==> src/rtl/minimips_pkg.sv <==
// rtl/minimips_pkg.sv - shared opcodes, fetch-state enum and instruction field positions
// Contents: OP_* opcode constants, fetch_state_e, opcode field helpers, PC width.
package minimips_pkg;

    localparam int PC_W     = 16;
    localparam int OPCODE_W = 4;

    localparam logic [3:0] OP_RTYPE = 4'b0000;
    localparam logic [3:0] OP_ITYPE = 4'b0001;
    localparam logic [3:0] OP_BEQ   = 4'b0101;
    localparam logic [3:0] OP_LW    = 4'b1000;
    localparam logic [3:0] OP_SW    = 4'b1001;

    typedef enum logic [1:0] {
        IDLE    = 2'd0,
        FETCH   = 2'd1,
        DISCARD = 2'd2,
        ISSUE   = 2'd3
    } fetch_state_e;

    // Opcode occupies the top OPCODE_W bits of the instruction word.
    function automatic int opcode_msb(input int instr_w);
        return instr_w - 1;
    endfunction

    function automatic int opcode_lsb(input int instr_w);
        return instr_w - OPCODE_W;
    endfunction

endpackage

==> src/rtl/minimips_pc_reg.sv <==
// rtl/minimips_pc_reg.sv - program counter register with increment/redirect mux
// Ports:
//   clk, rst    : clock, asynchronous active-high reset
//   inc_i       : advance PC by one (issue handshake)
//   load_i      : load load_pc_i (redirect); wins over inc_i
//   load_pc_i   : redirect target
//   pc_o        : current PC
//   pc_next_o   : PC value after the coming clock edge
module minimips_pc_reg
    import minimips_pkg::*;
#(
    parameter logic [15:0] RESET_PC = 16'h0000
) (
    input  logic        clk,
    input  logic        rst,
    input  logic        inc_i,
    input  logic        load_i,
    input  logic [15:0] load_pc_i,
    output logic [15:0] pc_o,
    output logic [15:0] pc_next_o
);

    logic [PC_W-1:0] pc_q;
    logic [PC_W-1:0] pc_d;

    // 16-bit add wraps 16'hFFFF to 16'h0000 naturally.
    always_comb begin
        pc_d = pc_q;
        if (load_i) begin
            pc_d = load_pc_i;
        end else if (inc_i) begin
            pc_d = pc_q + 16'd1;
        end
    end

    always_ff @(posedge clk or posedge rst) begin
        if (rst) begin
            pc_q <= RESET_PC;
        end else begin
            pc_q <= pc_d;
        end
    end

    assign pc_o      = pc_q;
    assign pc_next_o = pc_d;

endmodule

==> src/rtl/instr_fetch_unit.sv <==
// rtl/instr_fetch_unit.sv - instruction fetch FSM with branch redirect and issue handshake
// Optional feature macro: FETCH_ICOUNT_EN (adds icount issued-instruction counter).
// Ports:
//   clk, rst                  : clock, asynchronous active-high reset
//   mem_req, mem_addr         : instruction memory read request and word address
//   mem_ack, mem_rdata        : memory response
//   issue_valid, issue_ready  : handshake towards the decoder
//   instr, op, pc_out         : issued instruction, its opcode and fetch address
//   redirect_valid/_pc        : taken-branch PC replacement
//   icount (FETCH_ICOUNT_EN)  : number of issue handshakes, wraps at 16 bits
module instr_fetch_unit
    import minimips_pkg::*;
#(
    parameter logic [15:0] RESET_PC = 16'h0000,
    parameter int          INSTR_W  = 16
) (
    input  logic               clk,
    input  logic               rst,
    output logic               mem_req,
    output logic [15:0]        mem_addr,
    input  logic               mem_ack,
    input  logic [INSTR_W-1:0] mem_rdata,
    output logic               issue_valid,
    input  logic               issue_ready,
    output logic [INSTR_W-1:0] instr,
    output logic [3:0]         op,
    output logic [15:0]        pc_out,
    input  logic               redirect_valid,
    input  logic [15:0]        redirect_pc
`ifdef FETCH_ICOUNT_EN
    ,
    output logic [15:0]        icount
`endif
);

    localparam int OP_MSB = opcode_msb(INSTR_W);
    localparam int OP_LSB = opcode_lsb(INSTR_W);

    fetch_state_e state_q, state_d;

    logic [INSTR_W-1:0] instr_q, instr_d;
    logic [15:0]        pc_out_q, pc_out_d;
    logic [15:0]        mem_addr_q, mem_addr_d;
    logic [15:0]        pc;
    logic [15:0]        pc_next;
    logic               handshake;

    assign handshake = (state_q == ISSUE) && issue_ready;

    minimips_pc_reg #(
        .RESET_PC (RESET_PC)
    ) u_pc_reg (
        .clk       (clk),
        .rst       (rst),
        .inc_i     (handshake),
        .load_i    (redirect_valid),
        .load_pc_i (redirect_pc),
        .pc_o      (pc),
        .pc_next_o (pc_next)
    );

    always_comb begin
        state_d  = state_q;
        instr_d  = instr_q;
        pc_out_d = pc_out_q;

        case (state_q)
            IDLE: begin
                // mem_ack here belongs to a request abandoned by reset.
                state_d = FETCH;
            end
            FETCH: begin
                if (redirect_valid) begin
                    // With ack the stale word is dropped now; without ack
                    // the in-flight read must still be drained.
                    state_d = mem_ack ? FETCH : DISCARD;
                end else if (mem_ack) begin
                    state_d  = ISSUE;
                    instr_d  = mem_rdata;
                    pc_out_d = mem_addr_q;
                end
            end
            DISCARD: begin
                if (mem_ack) begin
                    state_d = FETCH;
                end
            end
            ISSUE: begin
                if (handshake || redirect_valid) begin
                    state_d = FETCH;
                end
            end
            default: state_d = IDLE;
        endcase

        // The request address is frozen while an outstanding read drains;
        // otherwise it tracks the PC.
        mem_addr_d = (state_d == DISCARD) ? mem_addr_q : pc_next;
    end

    always_ff @(posedge clk or posedge rst) begin
        if (rst) begin
            state_q    <= IDLE;
            instr_q    <= '0;
            pc_out_q   <= '0;
            mem_addr_q <= RESET_PC;
        end else begin
            state_q    <= state_d;
            instr_q    <= instr_d;
            pc_out_q   <= pc_out_d;
            mem_addr_q <= mem_addr_d;
        end
    end

`ifdef FETCH_ICOUNT_EN
    logic [15:0] icount_q;

    always_ff @(posedge clk or posedge rst) begin
        if (rst) begin
            icount_q <= '0;
        end else if (handshake) begin
            icount_q <= icount_q + 16'd1;
        end
    end

    assign icount = icount_q;
`endif

    assign mem_req     = (state_q == FETCH) || (state_q == DISCARD);
    assign mem_addr    = mem_addr_q;
    assign issue_valid = (state_q == ISSUE);
    assign instr       = instr_q;
    assign op          = instr_q[OP_MSB:OP_LSB];
    assign pc_out      = pc_out_q;

    // pc mirrors mem_addr except while draining; kept visible for debug.
    logic unused_pc;
    assign unused_pc = ^pc;

endmodule

==> config.mk <==
export PLATFORM = sky130hd
export DESIGN_NAME = instr_fetch_unit
export DESIGN_NICKNAME = d
export VERILOG_FILES = /design/src/rtl/minimips_pkg.sv /design/src/rtl/minimips_pc_reg.sv /design/src/rtl/instr_fetch_unit.sv
export SDC_FILE = /design/constraint.sdc
export NUM_CORES = 1
export LEC_CHECK = 0
export BUFFER_PORTS_ARGS = -buffer_cell sky130_fd_sc_hd__buf_2
export CORE_MARGIN = 2
export CORE_UTILIZATION = 46
export DETAILED_ROUTE_END_ITERATION = 8
export GPL_TIMING_DRIVEN = 0
export PLACE_DENSITY_LB_ADDON = 0.1
export SKIP_LAST_GASP = 1
export SYNTH_ARGS = -nofsm -noshare
export SYNTH_HDL_FRONTEND = slang
export SYNTH_SLANG_ARGS = --single-unit
==> constraint.sdc <==
create_clock -name clk -period 2 [get_ports clk]
set_input_delay 0.4 -clock clk [delete_from_list [all_inputs] [get_ports clk]]
set_output_delay 0.4 -clock clk [all_outputs]
set_load 0.02 [all_outputs]
# Word level (Yosys, flattened, before mapping)

Index checks and enable logic that the tools add are counted.

Bits in registers: 66
Output and inout port bits: 54
Word-level logic and storage cells: 24

Add/sub/neg operators: 1
Eq/ne operators: 4
Muxes and demuxes: 8
Bitwise gates (word level): 1
Reduce and logical (&&, ||, !) cells: 5

Operators by type and width:

| cell                                                                   | number |
|---|---|
| 16-bit two-way mux                                                     | 2 |
| 16-bit by 1-bit adder with 16-bit output (second input constant)       | 1 |
| 2-bit two-way mux                                                      | 5 |
| 2-bit one-hot mux with 4 select lines                                  | 1 |
| 2-bit equality test (second input constant)                            | 3 |
| 3-bit AND reduction                                                    | 1 |
| 2-bit by 1-bit equality test with 1-bit output (second input constant) | 1 |
| 2-bit logical NOT                                                      | 1 |
| 1-bit logical OR                                                       | 2 |
| 1-bit logical AND                                                      | 1 |
| 1-bit inverter                                                         | 1 |

# Depth between registers and ports, before layout

Depth after elaboration: 6
Gate-level depth with buffers: 9
Depth with buffers taken out: 7

# Hierarchy

From an unflattened synthesis, not the netlist that was laid out.

Cell total of the unflattened synthesis: 296
Area, all modules: 2940.3 µm²

Modules (own cells, without submodules):

| module           | times used | cells an instance | area an instance (µm²) | sequential area each (µm²) |
|---|---|---|---|---|
| instr_fetch_unit | 1          | 198               | 2044.5                 | 1251.2 |
| minimips_pc_reg  | 1          | 98                | 895.9                  | 400.4 |

# Worst setup path before layout

No wires, ideal clock.

Path kind: reg2reg
From: register state_q[0]
To: register mem_addr_q[0] (netlist: mem_addr[0])
Setup time: 0.125 ns
Data arrival time: 2.077 ns
Required time: 1.875 ns
Path slack: -0.202 ns
Stages on the path, launching flop included: 9
Buffers on the path: 2
Period minus slack after synthesis: 2.202 ns
Cell sequence: dfrtp_1 > ha_1 > inv_2 > o32a_1 > o21a_1 > or2_1 > buf_6 > buf_12 > mux2_4

Word-level cells in the longest chain between the ends: 6

RTL lines:

| item                                  | line                    | text |
|---|---|---|
| start, declared                       | instr_fetch_unit.sv:39  | `fetch_state_e state_q, state_d;` |
| start signal, assigned                | instr_fetch_unit.sv:108 | `state_q <= state_d;` |
| 2-bit equality test (*)               | -                       |  |
| net issue_valid                       | instr_fetch_unit.sv:23  | `output logic issue_valid,` |
| 1-bit logical AND                     | instr_fetch_unit.sv:48  | `assign handshake = (state_q == ISSUE) && issue_ready;` |
| 1-bit logical OR                      | instr_fetch_unit.sv:89  | `if (handshake \|\| redirect_valid) begin` |
| 2-bit two-way mux                     | instr_fetch_unit.sv:89  |  |
| 2-bit one-hot mux with 4 select lines | instr_fetch_unit.sv:67  | `case (state_q)` |
| 2-bit equality test                   | instr_fetch_unit.sv:98  | `mem_addr_d = (state_d == DISCARD) ? mem_addr_q : pc_next;` |
| end signal, assigned                  | instr_fetch_unit.sv:111 | `mem_addr_q <= mem_addr_d;` |
| end, declared                         | instr_fetch_unit.sv:43  | `logic [15:0] mem_addr_q, mem_addr_d;` |

Mark *: on every way through the listed nets, which the timed path passes. The rest lies on a longest branch.
A chain may end at the register's enable or synchronous reset.

# Worst setup path after layout

From: register state_q[0]
To: register mem_addr_q[12] (netlist: mem_addr[12])

Word-level cells in the longest chain between the ends: 6

RTL lines:

| item                                  | line |
|---|---|
| 2-bit equality test                   | instr_fetch_unit.sv:48, instr_fetch_unit.sv:67 |
| 1-bit logical AND                     | instr_fetch_unit.sv:48 |
| 1-bit logical OR                      | instr_fetch_unit.sv:89 |
| 2-bit two-way mux                     | instr_fetch_unit.sv:89 |
| 2-bit one-hot mux with 4 select lines | instr_fetch_unit.sv:67 |
| 2-bit equality test                   | instr_fetch_unit.sv:98 |

Several ways; a longest one is shown, not always the timed one.

==> results by group <==
Timing
  • RSZ-0062 raised after global routing: true
  • Slew Viols, Final: 0
  • Worst Max-Slew Pin Slew: 0.852 ns
  • Worst Clk Skew: ~0.011 ns
  • Hold Fails Final Rpt: 0
  • Peak Freq: slightly below 500 MHz
  • Setup TNS: -0.364 ns
  • Final setup fails: 15
  • Relative slew slack: 0.431
  • Tcrit/Tclk final: 1.01
  • Hold Slack: about 0.21 ns
  • Final worst slack: -0.0298 ns
  • Final Critical Period: just over 2 ns

Clock tree
  • Clock-pin slew on the worst setup and hold paths: 0.08 ns
  • CTS max path bufs: 2
  • Cts bufs inserted: 9
  • H-tree lvl count: 3
  • Clk sinks: 66
  • Clock Tree Root: clkbuf_8
  • Worst-Skew Late Latency: ~0.35 ns
  • TritonCTS clock tree: done

Critical path
  • CP Launch Type: flip-flop
  • Critical path cell sequence: inv_2 > ha_4 > nor2_2 > o32a_1 > o21a_1 > or2_1 > buf_6 > buf_12 > mux2_4
  • Slowest stage cell, crit path: dfrtp_2
  • Critical path fanouts, max: 5
  • CP Data Arrival Time: 2.26 ns
  • Bufs and invs on worst path: 3
  • CP top delay family: flip-flops
  • CP Capture Type: flip-flop
  • Critical path class: flip-flop to flip-flop
  • Max stage delay on crit path: approximately 0.47 ns
  • Critical Path RT: 2.23 ns

Layout
  • # diodes: 0
  • Fin nets: 377
  • Layout cells sized above 1: 0.563
  • Area added between synthesis and finish: 33.5%

Drt
  • Routed len/inst: roughly 14 um
  • Antenna viol nets, final: 0
  • DR vias/cell: 4.95
  • Via count: 2061
  • Remaining DRCs: 0
  • Initial drt markers: 103
  • Routed wire length: 6.01 mm
  • Pre-antenna DRT Iters: 5

Pwr
  • PwrDens: 1480 nW/um^2
  • Leakage: ~1.9 nW
  • Max VDD drop: a little over 0.001 V

Floorplan
  • Initial Util: 0.468
  • Num ports: 91
  • Core area: roughly 6300 um^2
  • # rows: 29
  • DIE WIDTH: about 84 um
  • Die height: 83.9 um
  • DIE AREA: 7040 um^2

Status
  • Status: finished, violations left
  • Failing checks: setup timing

Logic synthesis
  • Ys Warns: 0
  • Netlist cell types: 33
  • Syn Area/Cell: around 13 um^2
  • Cell count after synthesis: 225
  • Synth top area share: 0.562
  • Area contributors post-synth: dfrtp_1 (56%), mux2_2 (15%), mux2_4 (5.1%)
  • Largest area contributor in the netlist: dfrtp_1
  • Synthesized flop and latch total: 66
  • Mapped Nets: 268
  • Post-Syn Area: 2940 um^2
  • Sequential area share after synthesis: 0.562

Placement
  • Port Buffers: 89
  • RePlAce Congestion: 0.713
  • Hpwl dp: around 4.1 mm

Global route
  • First-pass GRT wire length: between 9 and 10 mm
  • Congestion Overflow GR: 0
  • Total track usage: 0.180
  • Vias in the first global route: slightly below 2000
  • Initial antenna violation count: 0
  • Largest net degree at the start of global routing: 40

Run
  • Max capacitance violation total: 0

Worst hold path
  • Worst min path class: input pin to asynchronous set/reset pin
-- registers in the layout, summed over array words and instances (netlist names) --
signal	count
u_pc_reg.pc_o	16
state_q	2
mem_addr	16
instr	16
pc_out	16
-- cell type report --
class	count	area [um^2]
multi-input combinational	140	1280
inverter	6	26.3
buffer	13	91.3
clock buffer	10	138
fill	521	2350
clock inverter	6	90.1
timing repair buffer	98	546
sequential	66	1650
tap	77	96.3
-- path summary, 6_finish.rpt --
| kind | endpoint | cells after the start | start | slack (ns) |
|---|---|---|---|---|
| max reg2reg | mem_addr[12] | 9 | state_q[0] | -0.03 |
| max in group asynchronous | state_q[1] | 3 | rst | 1.17 |
| max | mem_addr[12] | 9 | state_q[0] | -0.03 |
| min in group clk | instr[5] | 2 | mem_rdata[5] | 0.28 |
| min | instr[11] | 2 | rst | 0.21 |
| min reg2reg | instr[2] | 1 | instr[2] | 0.50 |
-- where the power goes --
part           internal, mW  switching (mW)
clock                 0.737           0.530
combinational          1.14            1.29
sequential             1.82           0.303
-- worst reg2reg max path, delay by kind of cell, from the launching register on --
family,cells,cell delay [ns]
mux,1,0.29
fa+ha+maj,1,0.14
buf+inv,3,0.40
flops,1,0.47
compound gates,2,0.34
simple gates,2,0.28
-- layer usage --
layer	part of all wire	vias to the layer above	track usage
met5	0	-	0
met3	0.061	9	0.0534
li1	-	1004	-
met1	0.45	982	0.241
met2	0.47	66	0.269
met4	0.018	0	0.0850
-- logic make-up after synthesis --
logic type / after synthesis / synth area share
AOI/OAI and AO/OA: 19 / 0.0375
xor gates and xnor gates: 13 / 0.0387
adders and majority gates: 6 / 0.0255
buffers and inverters: 19 / 0.0383
DFF: 66 / 0.562
muxes: 52 / 0.211
and+or+nand+nor: 50 / 0.0868
-- per-stage QoR --
stage | utilization | total power, mW | instances | area [um^2] | setup slack, ns
2_1_floorplan | - | 3.70 | 225 | 2960 | -0.0229
3_3_place_gp | 0.557 | 4.35 | 391 | 3500 | -0.0920
3_5_place_dp | 0.560 | 4.40 | 392 | 3520 | -0.111
4_1_cts | 0.611 | 5.82 | 414 | 3840 | -0.0322
5_1_grt | 0.625 | 6.15 | 416 | 3920 | -0.107
6_report | 0.625 | 5.82 | 416 | 3920 | -0.0298
-- cells in the mapped netlist (all sizes together) --
cell    count
ha          6
buf         8
a21oi       2
mux2       50
mux2i       2
a22oi       1
or2         1
nand3b      1
dfrtp      66
xnor2       9
o21a        1
o21ai      13
nand2b      1
clkbuf      5
inv         6
o32a        1
a221o       1
nor3b       1
nor4        6
nand2      18
nand4       5
xor2        4
nor3        5
nor2        6
nand3       5
nor2b       1
-- cell usage in the layout, fill, tap and decap left out, drive strengths merged, types with 6 or more instances in the layout --
cell type	Yosys	layout
ha	6	6
buf	8	106
nand2	18	18
xnor2	9	9
nor4	6	6
clkbuf	5	15
nor2	6	6
o21ai	13	13
dfrtp	66	66
mux2	50	50
-- repair_timing --
item | CTS | global route
hold endpoints to repair | 0 | 0
setup endpoints to repair | 31 | 26
gates cloned | 1 | 0
resized for setup | 9 | 14
pin swaps | 3 | 4
buffers inserted | 5 | 2
hold buffers | 0 | 0
No activity file was read; power rests on OpenSTA's default activity.
